===== src/rtl/rob_nway.sv =====
// rob_nway: WIDTH-wide reorder buffer, in-order dispatch/retire with flush on a retiring mispredict.
// Optional feature macro: ROB_CDB_BYPASS_EN forwards the CDB onto the operand read ports.
module rob_nway #(
    parameter int DEPTH = 16,
    parameter int WIDTH = 2,
    parameter int XLEN  = 32,
    localparam int TW   = $clog2(DEPTH),
    localparam int FW   = $clog2(WIDTH) + 1
) (
    input  logic                  clock,
    input  logic                  reset,
    input  logic [WIDTH-1:0]      dp_valid,
    input  logic [WIDTH*5-1:0]    dp_dest_reg,
    input  logic [WIDTH*XLEN-1:0] dp_pc,
    output logic [WIDTH*TW-1:0]   dp_tag,
    output logic [FW-1:0]         dp_free,
    input  logic                  cdb_valid,
    input  logic [TW-1:0]         cdb_tag,
    input  logic [XLEN-1:0]       cdb_value,
    input  logic                  cdb_mispredict,
    input  logic [TW-1:0]         rd_tag_a,
    input  logic [TW-1:0]         rd_tag_b,
    output logic                  rd_ready_a,
    output logic                  rd_ready_b,
    output logic [XLEN-1:0]       rd_value_a,
    output logic [XLEN-1:0]       rd_value_b,
    output logic [WIDTH-1:0]      rt_valid,
    output logic [WIDTH*5-1:0]    rt_dest_reg,
    output logic [WIDTH*XLEN-1:0] rt_value,
    output logic [WIDTH*TW-1:0]   rt_tag,
    output logic                  flush,
    output logic [TW:0]           count
);

    logic [DEPTH-1:0] occ_q, occ_d, cmp_q, cmp_d, mis_q, mis_d;
    logic [4:0]       dest_q [DEPTH];
    logic [4:0]       dest_d [DEPTH];
    logic [XLEN-1:0]  pc_q   [DEPTH];
    logic [XLEN-1:0]  pc_d   [DEPTH];
    logic [XLEN-1:0]  val_q  [DEPTH];
    logic [XLEN-1:0]  val_d  [DEPTH];
    logic [TW-1:0]    head_q, head_d, tail_q, tail_d;
    logic [TW:0]      count_q, count_d;

    logic [TW:0]      space;
    logic [FW-1:0]    free_w, n_dp, n_rt;
    logic [WIDTH-1:0] dp_take, rt_take;
    logic [TW-1:0]    dp_idx [WIDTH];
    logic [TW-1:0]    rt_idx [WIDTH];
    logic             flush_w;
    logic             unused_pc;

    // Free slots come from the pre-retire count, so a lane is taken only if it is
    // valid, below the free limit and every lower lane was taken too.
    always_comb begin
        space   = (TW+1)'(DEPTH) - count_q;
        free_w  = (space > (TW+1)'(WIDTH)) ? FW'(WIDTH) : FW'(space);
        dp_take = '0;
        n_dp    = '0;
        for (int i = 0; i < WIDTH; i++) begin
            dp_idx[i] = tail_q + TW'(i);
            if (dp_valid[i] && (FW'(i) < free_w) && (n_dp == FW'(i))) begin
                dp_take[i] = 1'b1;
                n_dp       = n_dp + FW'(1);
            end
        end
    end

    // Retire scans from head; a mispredicted entry retires but stops the scan.
    always_comb begin
        rt_take = '0;
        n_rt    = '0;
        flush_w = 1'b0;
        for (int j = 0; j < WIDTH; j++) begin
            rt_idx[j] = head_q + TW'(j);
            if (!flush_w && (n_rt == FW'(j)) && occ_q[rt_idx[j]] && cmp_q[rt_idx[j]]) begin
                rt_take[j] = 1'b1;
                n_rt       = n_rt + FW'(1);
                flush_w    = mis_q[rt_idx[j]];
            end
        end
    end

    always_comb begin
        dp_free     = reset ? FW'(WIDTH) : free_w;
        rt_valid    = reset ? '0 : rt_take;
        flush       = !reset && flush_w;
        count       = count_q;
        dp_tag      = '0;
        rt_tag      = '0;
        rt_dest_reg = '0;
        rt_value    = '0;
        for (int i = 0; i < WIDTH; i++) begin
            dp_tag[i*TW +: TW]        = reset ? TW'(i) : dp_idx[i];
            rt_tag[i*TW +: TW]        = rt_idx[i];
            rt_dest_reg[i*5 +: 5]     = dest_q[rt_idx[i]];
            rt_value[i*XLEN +: XLEN]  = val_q[rt_idx[i]];
        end
    end

    always_comb begin
        rd_ready_a = occ_q[rd_tag_a] && cmp_q[rd_tag_a];
        rd_ready_b = occ_q[rd_tag_b] && cmp_q[rd_tag_b];
        rd_value_a = val_q[rd_tag_a];
        rd_value_b = val_q[rd_tag_b];
`ifdef ROB_CDB_BYPASS_EN
        if (cdb_valid && occ_q[cdb_tag]) begin
            if (cdb_tag == rd_tag_a) begin
                rd_ready_a = 1'b1;
                rd_value_a = cdb_value;
            end
            if (cdb_tag == rd_tag_b) begin
                rd_ready_b = 1'b1;
                rd_value_b = cdb_value;
            end
        end
`endif
        if (reset) begin
            rd_ready_a = 1'b0;
            rd_ready_b = 1'b0;
            rd_value_a = '0;
            rd_value_b = '0;
        end
    end

    // Dispatch only targets free entries and the CDB only occupied ones, so the
    // three updates never collide except CDB vs retire, where the clear wins.
    always_comb begin
        occ_d   = occ_q;
        cmp_d   = cmp_q;
        mis_d   = mis_q;
        dest_d  = dest_q;
        pc_d    = pc_q;
        val_d   = val_q;
        head_d  = head_q;
        tail_d  = tail_q;
        count_d = count_q;
        if (flush_w) begin
            occ_d   = '0;
            cmp_d   = '0;
            mis_d   = '0;
            head_d  = '0;
            tail_d  = '0;
            count_d = '0;
        end else begin
            for (int i = 0; i < WIDTH; i++) begin
                if (dp_take[i]) begin
                    occ_d[dp_idx[i]]  = 1'b1;
                    cmp_d[dp_idx[i]]  = 1'b0;
                    mis_d[dp_idx[i]]  = 1'b0;
                    dest_d[dp_idx[i]] = dp_dest_reg[i*5 +: 5];
                    pc_d[dp_idx[i]]   = dp_pc[i*XLEN +: XLEN];
                end
            end
            if (cdb_valid && occ_q[cdb_tag]) begin
                cmp_d[cdb_tag] = 1'b1;
                mis_d[cdb_tag] = cdb_mispredict;
                val_d[cdb_tag] = cdb_value;
            end
            for (int j = 0; j < WIDTH; j++) begin
                if (rt_take[j]) begin
                    occ_d[rt_idx[j]] = 1'b0;
                    cmp_d[rt_idx[j]] = 1'b0;
                    mis_d[rt_idx[j]] = 1'b0;
                end
            end
            head_d  = head_q + TW'(n_rt);
            tail_d  = tail_q + TW'(n_dp);
            count_d = count_q + (TW+1)'(n_dp) - (TW+1)'(n_rt);
        end
    end

    // The PC is held per entry for exception/debug consumers; nothing here reads it.
    always_comb begin
        unused_pc = 1'b0;
        for (int e = 0; e < DEPTH; e++) unused_pc = unused_pc ^ (^pc_q[e]);
    end

    always_ff @(posedge clock) begin
        if (reset) begin
            occ_q   <= '0;
            cmp_q   <= '0;
            mis_q   <= '0;
            head_q  <= '0;
            tail_q  <= '0;
            count_q <= '0;
            for (int e = 0; e < DEPTH; e++) begin
                dest_q[e] <= '0;
                pc_q[e]   <= '0;
                val_q[e]  <= '0;
            end
        end else begin
            occ_q   <= occ_d;
            cmp_q   <= cmp_d;
            mis_q   <= mis_d;
            dest_q  <= dest_d;
            pc_q    <= pc_d;
            val_q   <= val_d;
            head_q  <= head_d;
            tail_q  <= tail_d;
            count_q <= count_d;
        end
    end

endmodule


===== config.mk =====
export PLATFORM = sky130hd
export DESIGN_NAME = rob_nway
export DESIGN_NICKNAME = d
export VERILOG_FILES = /design/src/rtl/rob_nway.sv
export SDC_FILE = /design/constraint.sdc
export NUM_CORES = 2
export LEC_CHECK = 0
export CAP_MARGIN = 20
export CORE_ASPECT_RATIO = 0.8
export CORE_MARGIN = 8
export CORE_UTILIZATION = 43
export CTS_BUF_LIST = sky130_fd_sc_hd__clkbuf_16
export DETAILED_ROUTE_END_ITERATION = 7
export PLACE_DENSITY = 0.62
export REMOVE_ABC_BUFFERS = 1
export SYNTH_ARGS = -nofsm -noshare
export SYNTH_HDL_FRONTEND = slang
export SYNTH_SLANG_ARGS = --single-unit

===== constraint.sdc =====
create_clock -name clock -period 9.55 [get_ports clock]
set_clock_uncertainty 0.1 [all_clocks]
set_input_delay 1.91 -clock clock [delete_from_list [all_inputs] [get_ports clock]]
set_output_delay 1.91 -clock clock [all_outputs]
set_load 0.05 [all_outputs]

* After elaboration in Yosys (flattened, before gate mapping)
Cells that the tools add are included.
** Storage, ports and cells
- Output and inout bits :: 166
- Input bits :: 124
- Bits in registers :: 653
- Word-level logic and storage cells :: 229
** Operators by class
- $add $sub $neg :: 9
- Equality and inequality tests :: 2
- Reduce and logical (&&, ||, !) cells :: 23
- Magnitude comparators :: 25
- Bitwise gates (word level) :: 25
- Multiplexer cells :: 107
** Operators with widths (number)
- binary-select mux 32 bit (select 4 bit) :: 4
- bitwise mux 512 bit :: 1
- 2-to-1 mux 16 bit :: 25
- 2-to-1 mux 32 bit :: 11
- 2-to-1 mux 80 bit :: 3
- bitwise AND 16 bit :: 10
- bitwise mux 80 bit :: 2
- demux 32 bit (select 4 bit) :: 1
- NOT 16 bit :: 4
- bitwise OR 16 bit :: 3
- binary-select mux 1 bit (select 4 bit) :: 11
- binary-select mux 5 bit (select 4 bit) :: 2
- demux 5 bit (select 4 bit) :: 2
- greater-or-equal comparator 5 bit, second input constant :: 7
- less-than comparator 4 x 5 -> 1 bit, second input constant :: 7
- NOT 4 -> 5 bit :: 7
- 2-to-1 mux 5 bit :: 6
- 2-to-1 mux 1 bit :: 26
- demux 1 bit (select 4 bit) :: 5
- greater-or-equal comparator 4 x 1 -> 1 bit, second input constant :: 5
- logical AND 1 bit :: 19
- bitwise mux 16 bit :: 1
- less-than comparator 5 x 1 -> 1 bit, second input constant :: 3
- 2-to-1 mux 2 bit :: 5
- other kinds (16) :: 21

* Logic depth before layout (Yosys ltp)
- Depth in word-level cells :: 21
- Depth in mapped cells :: 23
- Gate-level depth less buffers :: 17

* Worst setup path after synthesis
No wires, ideal clock.
- Kind :: register to output
- Start point :: reg head_q[1]
- End point :: out flush
- Data required time :: 7540 ps
- Arrival time :: 4970 ps
- Stages on the path, launching flop included :: 16
- Path buffers :: 8
- Path slack :: 2570 ps
- Path through :: dfxtp_1 > buf_2 > buf_2 > buf_1 > buf_1 > inv_1 > ha_1 > buf_2 > mux4_2 > mux2i_1 > and2_1 > clkbuf_1 > o21ai_0 > a21boi_0 > buf_2 > clkbuf_1
** On the way
- Elaborated cells on any way between the ends :: 23
- Those cells by class :: add/sub (1); eq/ne (1); mux (15); reduce/logical (6)
** RTL lines
- start: declaration :: RTL line 42 : logic [TW-1:0] head_q, head_d, tail_q, tail_d;
- start signal: assignment :: RTL line 184 : head_q <= '0;
- start signal: assignment :: RTL line 199 : head_q <= head_d;
- adder 4 x 1 -> 4 bit (*) :: RTL line 75 : rt_idx[j] = head_q + TW'(j);
- named net rt_tag[5] :: RTL line 30 : output logic [WIDTH*TW-1:0] rt_tag,
- binary-select mux 1 bit (select 4 bit) :: RTL line 76 : if (!flush_w && (n_rt == FW'(j)) && occ_q[rt_idx[j]] && cmp_q[rt_idx[j]]) begin
- 2-to-1 mux 1 bit (implied by the code) :: RTL line 76
- logical AND 1 bit (2 in a row) :: RTL line 76
- 2-to-1 mux 1 bit (*) :: RTL line 76
- logical AND 1 bit (*) :: RTL line 87 : flush = !reset && flush_w;
- end: declaration :: RTL line 31 : output logic flush,
The timed path passes the listed nets; every way through them passes the cells marked *. The select of a mux whose other input is x is not followed.

* Final worst setup path
- Start point :: reg head_q[1]
- End point :: out flush
** On the way
- Cells in the longest elaborated chain, start to end :: 10
- Elaborated cells on any way between the ends :: 23
- Those cells by class :: add/sub (1); eq/ne (1); mux (15); reduce/logical (6)
** Ends and longest elaborated chain (RTL line)
- parallel branches: the longest is 8 deep, another holds adder 4 x 1 -> 4 bit
- 2-to-1 mux 1 bit (*) :: 76
- logical AND 1 bit (*) :: 87
Every way passes the cells marked *. The select of a mux whose other input is x is not followed.

==> report_table.html <==
<table>
<tr><th>Metric</th><th>Value</th></tr>
<tr><th colspan="2">Synthesis</th></tr>
<tr><td>Most used flip-flop cell after synthesis</td><td>sky130_fd_sc_hd__dfxtp_1</td></tr>
<tr><td>Average cell area after synthesis</td><td>12.22 sq um</td></tr>
<tr><td>Seq cells post-synth</td><td>653</td></tr>
<tr><td>Proportion of synthesized chip area in sequential cells</td><td>28.82%</td></tr>
<tr><td>Count of flip-flops with a built-in enable after synthesis</td><td>0</td></tr>
<tr><td>Warning count from the yosys run</td><td>0</td></tr>
<tr><td>Netlist area before placement</td><td>45360 sq um</td></tr>
<tr><td>Share of synthesized registers carrying an async set or reset</td><td>0%</td></tr>
<tr><td>Synth top area share</td><td>35.65%</td></tr>
<tr><td>Largest area contributor in the synthesized netlist</td><td>sky130_fd_sc_hd__mux4_2</td></tr>
<tr><td>Dominant cells by area after synthesis</td><td>sky130_fd_sc_hd__mux4_2 (36%), sky130_fd_sc_hd__dfxtp_1 (29%), sky130_fd_sc_hd__mux2i_1 (13%), sky130_fd_sc_hd__nand2b_1 (7.6%), sky130_fd_sc_hd__clkbuf_1 (2.2%)</td></tr>
<tr><td>Number of instances in the synthesized netlist</td><td>3713</td></tr>
<tr><td>Unique masters post-synth</td><td>67</td></tr>
<tr><th colspan="2">Clock tree</th></tr>
<tr><td>Clock-pin slew reported for the worst setup and hold paths after clock tree synthesis</td><td>60 ps</td></tr>
<tr><td>H-tree Lvls</td><td>3</td></tr>
<tr><td>Number of buffers on the longest clock path</td><td>3</td></tr>
<tr><td>Clk Latency, worst-skew pair</td><td>650 ps</td></tr>
<tr><td>Number of instances resized during post-cts repair</td><td>0</td></tr>
<tr><td>Number of CTS-inserted buffers</td><td>75</td></tr>
<tr><td>Post-CTS setup buffer count</td><td>0</td></tr>
<tr><td>Clock sink count</td><td>653</td></tr>
<tr><td>Cts hold-fix bufs</td><td>0</td></tr>
<tr><td>CTS tree</td><td>done</td></tr>
<tr><td>CTS root buffer</td><td>sky130_fd_sc_hd__clkbuf_16</td></tr>
<tr><th colspan="2">Routing</th></tr>
<tr><td>Routed Antenna Nets</td><td>0</td></tr>
<tr><td>Average wire per standard cell</td><td>28.16 microns</td></tr>
<tr><td>Number of DRC violations after detailed routing</td><td>0</td></tr>
<tr><td>Initial DRC Count</td><td>3920</td></tr>
<tr><td>Final WL</td><td>144.7 mm</td></tr>
<tr><td>Total via count in the routed design</td><td>33270</td></tr>
<tr><td>Drt first pass iters</td><td>6</td></tr>
<tr><td>Via density</td><td>6.473</td></tr>
<tr><th colspan="2">Global route</th></tr>
<tr><td>Number of global-route vias before repair</td><td>32540</td></tr>
<tr><td>Gr ovfl total</td><td>0</td></tr>
<tr><td>Antenna violations before repair</td><td>2</td></tr>
<tr><td>Pin count of the biggest net entering global routing</td><td>179</td></tr>
<tr><td>Overall track demand over capacity in global routing</td><td>24.35%</td></tr>
<tr><td>Global-route wire length before repair</td><td>217.5 mm</td></tr>
<tr><th colspan="2">STA</th></tr>
<tr><td>Final hold vios</td><td>0</td></tr>
<tr><td>Maximum clock frequency</td><td>0.1235 GHz</td></tr>
<tr><td>Setup repair after global routing missed its margin</td><td>false</td></tr>
<tr><td>Transition time at the pin with the least slew margin</td><td>1198 ps</td></tr>
<tr><td>Total negative slack</td><td>0 ps</td></tr>
<tr><td>Ratio of final minimum period to clock period</td><td>84.76%</td></tr>
<tr><td>Worst hold margin</td><td>394.4 ps</td></tr>
<tr><td>Time the final worst path needs with I/O delays and setup</td><td>8095 ps</td></tr>
<tr><td>Final max-slew violation count</td><td>0</td></tr>
<tr><td>Relative slew margins</td><td>19.58%</td></tr>
<tr><td>Finish-stage setup viols</td><td>0</td></tr>
<tr><th colspan="2">Die</th></tr>
<tr><td>I/O pin count</td><td>290</td></tr>
<tr><td>Core Box Area</td><td>104500 sq um</td></tr>
<tr><td>Chip Width</td><td>379.1 microns</td></tr>
<tr><td>Vert. Die Dim</td><td>306.5 microns</td></tr>
<tr><td>Starting density of the core</td><td>43.40%</td></tr>
<tr><td>Die area</td><td>116200 sq um</td></tr>
<tr><td>Floorplan row count</td><td>106</td></tr>
<tr><th colspan="2">Run status</th></tr>
<tr><td>Result of the run</td><td>completed</td></tr>
<tr><th colspan="2">Cells and area</th></tr>
<tr><td>Final net count</td><td>3832</td></tr>
<tr><td>Layout Area Growth over Synthesis</td><td>12.14%</td></tr>
<tr><td>Post-layout instance count excluding filler cells</td><td>5140</td></tr>
<tr><td>Utilization after layout</td><td>48.67%</td></tr>
<tr><td>Most used cells in the layout excluding fill and tap cells</td><td>sky130_fd_sc_hd__mux4_2 (718), sky130_fd_sc_hd__dfxtp_1 (650), sky130_fd_sc_hd__mux2i_1 (593)</td></tr>
<tr><td>Fraction of layout cells with a size suffix above 1</td><td>25.76%</td></tr>
<tr><td>Leading cell type in the layout, fill and taps excluded</td><td>sky130_fd_sc_hd__mux4_2</td></tr>
<tr><th colspan="2">Worst setup path</th></tr>
<tr><td>Crit path buf inv count</td><td>2</td></tr>
<tr><td>Critical setup path kind</td><td>flop to primary output</td></tr>
<tr><td>Slowest cell on the critical path</td><td>sky130_fd_sc_hd__ha_4</td></tr>
<tr><td>Sort of element at the end of the critical path</td><td>primary output</td></tr>
<tr><td>Crit path largest cell delay</td><td>1010 ps</td></tr>
<tr><td>Family of cells with the greatest summed delay on the critical path</td><td>compound AO/OA/AOI/OAI gates</td></tr>
<tr><td>Data required time at the worst endpoint</td><td>7540 ps</td></tr>
<tr><td>Data arrival at the endpoint of the critical path</td><td>6080 ps</td></tr>
<tr><td>Startpoint kind of the worst setup timing path</td><td>flop</td></tr>
<tr><td>List of cells traversed by the critical path</td><td>inv_1, ha_4, mux4_2, o22ai_1, o21ai_0, a21boi_4, clkdlybuf4s50_1</td></tr>
<tr><td>Maximum fanout encountered on the critical timing path</td><td>60</td></tr>
<tr><th colspan="2">Power and ir drop</th></tr>
<tr><td>Total power per unit cell area</td><td>132.7 nW/um^2</td></tr>
<tr><td>Maximum ir drop on the vdd rail</td><td>0.1375 mV</td></tr>
<tr><td>Leakage</td><td>0.01990 uW</td></tr>
<tr><th colspan="2">Place</th></tr>
<tr><td>DPL Wire Length</td><td>85.89 mm</td></tr>
<tr><td>Port Buf Inserts</td><td>225</td></tr>
<tr><td>Post-Place Cells</td><td>5003</td></tr>
<tr><td>RD Place Congestion</td><td>0.8683</td></tr>
<tr><th colspan="2">Hold path</th></tr>
<tr><td>Type of the worst min-delay path</td><td>flop to flop</td></tr>
<tr><th colspan="2">Flow run</th></tr>
<tr><td>Number of max-cap violations</td><td>0</td></tr>
</table>
## sequential cells by signal, indices dropped and copies added, names as in the netlist
register and flops:
cmp_q 16, tail_q 4, dest_q 80, occ_q 16, head_q 4, val_q 512, mis_q 16, count 5
## per-stage QoR
stage / setup slack, ps / total power (uW) / instance area [sq um]
2_1_floorplan: -21340 / 3512 / 43580
3_3_place_gp: 2178 / 3917 / 48450
3_5_place_dp: 2147 / 3926 / 48450
4_1_cts: 1437 / 6800 / 50830
5_1_grt: 1201 / 6998 / 50860
6_report: 1455 / 6750 / 50870
## cells by family (layout without fill, tap and decap cells)
family,after synthesis,after routing,synth area share (%)
other,0,2,0
and+or+nand+nor,976,976,12.47
buffers and inverters,449,470,4.212
muxes,1311,1311,48.73
DFF,653,653,28.82
AOI/OAI and AO/OA,281,281,4.629
adders and majority gates,29,29,0.8661
xor gates and xnor gates,14,14,0.2703
## cell type report
type / instances / area, sq um
Tap cell: 1404 / 1757
Sequential cell: 653 / 13080
Fill cell: 9356 / 53640
Timing Repair Buffer: 304 / 2933
Multi-Input combinational cell: 2611 / 30570
Clock buffer: 78 / 1952
Antenna cell: 2 / 5.005
Clock inverter: 54 / 427.9
Inverter: 34 / 135.1
## layer usage
layer | part of all wire [%] | track usage (%) | wire [microns] | vias to the layer above
met5 | 0 | 0 | 0 | -
met4 | 3.7 | 8.353 | 5320 | 0
met3 | 8.6 | 5.270 | 12440 | 300
met2 | 45 | 36.89 | 65680 | 1561
met1 | 42 | 34.59 | 61310 | 17220
li1 | - | - | - | 14190
## worst paths after layout
check | slack (ps) | endpoint | startpoint | cells past startpoint
setup / recovery | 1460 | flush | head_q[1] | 7
hold / removal | 390 | dest_q[35] | dest_q[35] | 1
setup reg to reg | 3360 | val_q[438] | head_q[1] | 9
hold reg to reg | 390 | dest_q[35] | dest_q[35] | 1
## cells in the mapped netlist (all sizes together) (4+ instances only)
cell     count
a21boi       7
inv         32
mux4       718
buf        152
a31oi       11
dfxtp      653
and2         5
and3        12
a32oi        5
nor2b       90
o211ai      13
a2111oi      5
o2bb2ai     60
nand2b     551
xnor2        9
a22o        21
a211oi       4
ha          25
o21ai       34
xor2         5
clkbuf     263
mux2i      593
nor2       126
fa           4
or3          6
nand2       68
o41ai       16
o211a        4
nor3b        7
a21oi       77
nor3        40
or2          5
nand3       43
nor4b        5
## report_power, final
part / internal [uW] / switching [uW] / leakage, uW
Combinational: 387 / 660 / 0.0134
Sequential: 2770 / 55.5 / 0.00526
Clock: 1640 / 1230 / 0.00121
Total: 4800 / 1950 / 0.0199
Power figures use the tool's default switching activity.
